## config.mk

```make
export PLATFORM = sky130hd
export DESIGN_NAME = serial_add_ctrl
export DESIGN_NICKNAME = d
export VERILOG_FILES = /design/src/rtl/serial_add_ctrl.sv
export SDC_FILE = /design/constraint.sdc
export NUM_CORES = 1
export LEC_CHECK = 0
export BUFFER_PORTS_ARGS = -buffer_cell sky130_fd_sc_hd__buf_2
export CAP_MARGIN = 20
export CORE_AREA = 3 3 63 65
export DETAILED_ROUTE_END_ITERATION = 6
export DIE_AREA = 0 0 66 68
export PLACE_DENSITY = 0.59
export SYNTH_ARGS = -nofsm -noshare
export SYNTH_HDL_FRONTEND = slang
export SYNTH_SLANG_ARGS = --single-unit
```

## constraint.sdc

```tcl
create_clock -name clk -period 4.1 [get_ports clk]
set_clock_uncertainty 0.15 [all_clocks]
set_input_delay 0.615 -clock clk [delete_from_list [all_inputs] [get_ports clk]]
set_output_delay 0.615 -clock clk [all_outputs]
set_load 0.005 [all_outputs]
```

## src/rtl/serial_add_ctrl.sv

```systemverilog
// Bit-serial adder sequencer: one full-adder cell, one bit per clock, LSB first.
// Optional signed-overflow flag on port ovf when SERIAL_ADD_OVF_EN is defined.
module serial_add_ctrl #(
  parameter int WIDTH = 8
) (
  input  logic             clk,
  input  logic             rst,
  input  logic             in_valid,
  output logic             in_ready,
  input  logic [WIDTH-1:0] a,
  input  logic [WIDTH-1:0] b,
  input  logic             cin,
  output logic             out_valid,
  input  logic             out_ready,
  output logic [WIDTH-1:0] sum,
  output logic             cout,
  output logic             busy
`ifdef SERIAL_ADD_OVF_EN
  ,
  output logic             ovf
`endif
);

  localparam int CW = $clog2(WIDTH) + 1;

  typedef enum logic [1:0] {
    IDLE = 2'd0,
    RUN  = 2'd1,
    DONE = 2'd2
  } state_t;

  state_t           state_q, state_d;
  logic [WIDTH-1:0] a_sh_q, a_sh_d;
  logic [WIDTH-1:0] b_sh_q, b_sh_d;
  logic [WIDTH-1:0] sum_q, sum_d;
  logic             carry_q, carry_d;
  logic [CW-1:0]    cnt_q, cnt_d;
`ifdef SERIAL_ADD_OVF_EN
  logic             ovf_q, ovf_d;
`endif

  logic cell_s, cell_c, last_bit;

  always_ff @(posedge clk or posedge rst) begin
    if (rst) begin
      state_q <= IDLE;
      a_sh_q  <= '0;
      b_sh_q  <= '0;
      sum_q   <= '0;
      carry_q <= 1'b0;
      cnt_q   <= '0;
`ifdef SERIAL_ADD_OVF_EN
      ovf_q   <= 1'b0;
`endif
    end else begin
      state_q <= state_d;
      a_sh_q  <= a_sh_d;
      b_sh_q  <= b_sh_d;
      sum_q   <= sum_d;
      carry_q <= carry_d;
      cnt_q   <= cnt_d;
`ifdef SERIAL_ADD_OVF_EN
      ovf_q   <= ovf_d;
`endif
    end
  end

  always_comb begin
    cell_s   = a_sh_q[0] ^ b_sh_q[0] ^ carry_q;
    cell_c   = (a_sh_q[0] & b_sh_q[0]) | (carry_q & (a_sh_q[0] ^ b_sh_q[0]));
    last_bit = (cnt_q == CW'(WIDTH - 1));

    state_d = state_q;
    a_sh_d  = a_sh_q;
    b_sh_d  = b_sh_q;
    sum_d   = sum_q;
    carry_d = carry_q;
    cnt_d   = cnt_q;
`ifdef SERIAL_ADD_OVF_EN
    ovf_d   = ovf_q;
`endif

    case (state_q)
      IDLE: begin
        if (in_valid) begin
          state_d = RUN;
          a_sh_d  = a;
          b_sh_d  = b;
          carry_d = cin;
          cnt_d   = '0;
`ifdef SERIAL_ADD_OVF_EN
          ovf_d   = 1'b0;
`endif
        end
      end
      RUN: begin
        // New sum bit enters at the MSB so the LSB lands at bit 0 after WIDTH steps
        a_sh_d  = a_sh_q >> 1;
        b_sh_d  = b_sh_q >> 1;
        sum_d   = WIDTH'({cell_s, sum_q} >> 1);
        carry_d = cell_c;
        cnt_d   = cnt_q + CW'(1);
        if (last_bit) begin
          state_d = DONE;
`ifdef SERIAL_ADD_OVF_EN
          ovf_d   = carry_q ^ cell_c;
`endif
        end
      end
      DONE: begin
        if (out_ready) state_d = IDLE;
      end
      default: state_d = IDLE;
    endcase
  end

  assign in_ready  = (state_q == IDLE);
  assign busy      = (state_q == RUN);
  assign out_valid = (state_q == DONE);
  assign sum       = sum_q;
  assign cout      = carry_q;
`ifdef SERIAL_ADD_OVF_EN
  assign ovf       = ovf_q;
`endif

endmodule

```

-- Word-level counts from Yosys, hierarchy flattened
Cells that the tools add are included.
- add/subtract/negate cells: 1
- eq/ne operators: 6
- mux-type cells: 12
- bitwise logic cells: 5
- reductions and logical operators: 4
- operator list (kind ; count):
    $pmux W8 S2 ; 2
    $mux W8 ; 2
    $pmux W4 S2 ; 1
    $mux W2 ; 3
    $pmux W2 S3 ; 1
    $add A4 B1 Y4 const B ; 1
    $eq A4 B3 Y1 const B ; 1
    $mux W4 ; 1
    $ne A2 B1 Y1 const B ; 2
    $reduce_and A3 Y1 ; 1
    $and A1 B1 Y1 ; 2
    $eq A2 B1 Y1 const B ; 1
    $eq A2 B2 Y1 const B ; 1
    $logic_not A2 Y1 ; 1
    $ne A2 B2 Y1 const B ; 1
    $pmux W1 S2 ; 1
    $reduce_and A2 Y1 ; 1
    $reduce_bool A2 Y1 ; 1
    $xor A1 B1 Y1 ; 2
    $mux W1 ; 1
    $or A1 B1 Y1 ; 1
- register bits after elaboration: 31
- input port bits: 21
- output and inout bits: 12
- word-level logic and storage cells: 34

-- Logic depth before layout (Yosys ltp)
- word-level depth: 4
- depth in mapped cells: 6
- depth with buffers taken out: 4

-- Worst setup path before layout
Ideal clock, no wire load.
- path type: register to output
- start: reg state_q[1]
- end: out busy
- arrival: 0.854 ns
- path slack: 2.481 ns
- cell stages (with the launch flop): 5
- path buffers: 2
- cells stage by stage: dfrtp_1 -> buf_6 -> nand2b_1 -> clkinv_1 -> buf_2
- cells in the longest elaborated chain, start to end: 1
- RTL lines (element ; RTL line ; text):
    from (decl) ; 32 ; state_t state_q, state_d;
    from (signal assigned) ; 56 ; state_q <= state_d;
    $eq A2 B1 Y1 ; 118 ; assign busy = (state_q == RUN);
    to (decl) ; 17 ; output logic busy
No other way between the ends.

-- Final worst setup path
Same ends and word-level chain as after synthesis.

==> key figures <==
Critical path
  • R2R depth: 3
  • Critical Path Source: state_q[1]$_DFFE_PP0P_
  • Setup crit start kind: register
  • Worst EP arrival: 2070 ps
  • CP Capture Type: primary output
  • FF-to-FF setup slack: 2030 ps
  • Reg2reg end: cnt_q[3]$_DFFE_PP0P_
  • Critical-path cell list: nand2b_1 > clkinv_1 > buf_2
  • RR Startpoint: state_q[0]$_DFFE_PP0P_
  • Critical-path top delay cell: dfrtp_1
  • Worst-path fanout max: 20
  • Setup CP Type: register to primary output
  • CP required: 3340 ps
  • Delay of the slowest cell on the worst path: 730 ps
  • CP endpoint: busy

Yosys
  • Mean area per synthesized cell: 10.1 um^2
  • Area leader, netlist: dfrtp_1
  • Net count after synthesis: 159
  • Ys flop type: dfrtp_1
  • Post-synth ARST share: 100%
  • Yosys Warn Count: 0
  • Number of synthesized flops with an enable pin: 0
  • Yosys cell types: 26
  • Area contributors post-synth: dfrtp_1 57%, nand2_1 11%, a22oi_1 8.2%, o21ai_1 5.1%, a22o_1 1.9%
  • Share of the synthesized area in the top cell type: 56.5%
  • Sequential element share of the synthesized area: 56.5%
  • #FFs+latches synth: 31
  • Cells after Synth: 136
  • Post-synthesis instance area: 0.00137 mm^2

Power and ir drop
  • Power share of the combinational group: 29.3%
  • P_leak: 0.812 nW
  • Clock network power share: 22.9%
  • Cell Pwr Density: 679 mW/mm^2
  • Sw frac: 34.6%
  • Total power: 1.10 mW
  • Sw Pwr: 0.382 mW
  • Reg power frac: 47.8%
  • Max rail drop VDD: 0.337 mV
  • P_int: 0.720 mW

Placement
  • IO Port Bufs: 32
  • Post-detail-place hpwl: 1760 um
  • Post-Place Worst Slack: 1620 ps
  • Placed Instances: 206
  • RePlAce Congestion: 0.699

Detailed routing
  • Routed Antenna Nets: 0
  • Vias/cell: 4.93
  • Detailed Route Iter0 Violations: 34
  • DR vias: 1054
  • Wire length per cell: 12.4 um
  • WL final: 2640 um
  • DRC: 0
  • Pre-antenna DRT Iters: 4

Layout
  • Number of inserted diodes: 0
  • Area Overhead vs Synth: 18.2%
  • Share of layout cells above drive strength 1: 25.6%
  • Multi-input gate area: 524 um^2
  • Most common cell after layout, fill and taps aside: nand2_1
  • Most frequent cells in the layout: 41 x nand2_1, 32 x buf_2, 31 x dfrtp_1, 15 x a22oi_1, 14 x o21ai_1
  • Cell Count, Final, Fillers Out: 214
  • Flip-flop and latch area: 776 um^2
  • Layout Nets: 190
  • Fillers: 330

Die
  • Die Y-Extent: 68 um
  • IO Count: 33
  • Core area: 0.00339 mm^2
  • Chip Width: 66 um
  • Initial Util: 40.5%
  • Std-Cell Rows: 21
  • Die area: 0.00449 mm^2

CTS
  • CTS tree: built
  • CTS Buf Count: 5
  • H-tree levels: 2
  • Setup repair bufs after CTS: 0
  • Maximum clock insertion buffer count: 2
  • Post-cts resize count: 0
  • Sink Count: 31
  • Reg clk slew, reported paths: 100 ps
  • Hold-fix buffers, CTS: 0
  • Clk_lat worst skew: 340 ps
  • CTS root buffer: clkbuf_4

Worst hold path
  • Worst min path class: primary input to asynchronous set/reset pin

Timing
  • Final WS setup: 1260 ps
  • Final Hold Fails: 0
  • Setup TNS: 0 ps
  • Tcrit/Tclk final: 69.2%
  • Max Clk Rate: 353 MHz
  • Final slew viol count: 0
  • Relative slew slack: 40.8%
  • Period minus WS final: 2840 ps
  • RSZ-0062 raised after global routing: no
  • Slew of the pin with the lowest slew margin: 888 ps
  • Final setup fails: 0

Global route
  • Global-route wire length before repair: 4660 um
  • Initial antenna violation count: 0
  • All-layer global routing usage: 14.1%
  • Largest net degree at the start of global routing: 32
  • Vias in the first global route: 1024
  • Overflow after GRT: 0

Status
  • Status: complete, no violations

Job
  • Max-Cap Viols: 0
-- flip-flops by register name (all words and copies together) (netlist names) --
signal	count
a_sh_q	8
b_sh_q	8
sum	8
cnt_q	4
state_q	2
cout	1
-- final cells by class --
type                    instances  share of cell area (%)
clock inverters                 2                    2.16
repair buffers                 33                    10.3
multi-input cells              93                    32.3
flip-flops and latches         31                    47.8
inverters                       3                   0.694
clock buffers                   6                    3.16
well taps                      46                    3.55
-- layer usage --
metal | GRT usage [%] | share of wire, %
met1 | 16.9 | 46
met2 | 22.2 | 45
met3 | 6.40 | 7.5
met4 | 5.33 | 1.5
met5 | 0 | 0
-- power groups by stage --
stage | sequential, mW | combinational (mW) | clock [mW]
2_1_floorplan | 0.499 | 0.276 | 0
3_3_place_gp | 0.531 | 0.323 | 0
3_5_place_dp | 0.534 | 0.331 | 0
4_1_cts | 0.528 | 0.331 | 0.261
5_1_grt | 0.547 | 0.378 | 0.280
6_report | 0.527 | 0.323 | 0.252
-- through the flow --
step	cell area (um^2)	hold WS [ps]	util [%]
5_1_grt	1620	200	47.9
2_1_floorplan	1370	300	-
4_1_cts	1620	187	47.9
3_3_place_gp	1540	318	45.3
6_report	1620	181	47.9
3_5_place_dp	1540	308	45.3
-- worst min path at each step --
stage,from,depth (start not counted),end
3_5_place_dp,sum[0]$_DFFE_PP0N_,2,sum[0]$_DFFE_PP0N_
2_1_floorplan,a_sh_q[4]$_DFFE_PP0P_,2,a_sh_q[4]$_DFFE_PP0P_
6_report,rst,3,sum[3]$_DFFE_PP0N_
3_3_place_gp,a_sh_q[1]$_DFFE_PP0P_,2,a_sh_q[1]$_DFFE_PP0P_
5_1_grt,rst,3,cout$_DFFE_PP0P_
4_1_cts,rst,3,sum[3]$_DFFE_PP0N_
-- cells by family after synthesis --
family,after synthesis,synth area share (%)
AO/OA/AOI/OAI,40,19.5
adder cells (fa/ha/maj),2,2.37
buffers and inverters,12,5.29
flip-flops,31,56.5
multiplexers,1,0.729
AND/OR/NAND/NOR,50,15.6
-- critical path, delay by kind of cell (launching register included) --
kind | cells | cell delay [ps]
flops | 1 | 730
buf+inv | 2 | 590
simple gates | 1 | 410
-- synthesized netlist by cell type (2+ instances only) --
library cell  count
buf_2             4
a22oi_1          15
nand2_1          41
dfrtp_1          31
a21oi_1           2
a22o_1            3
buf_4             2
inv_1             2
o21ai_1          14
o21ai_0           2
buf_6             2
nor2_1            2
a32o_1            2
nand2b_1          2
(Power assumes the default switching activity.)
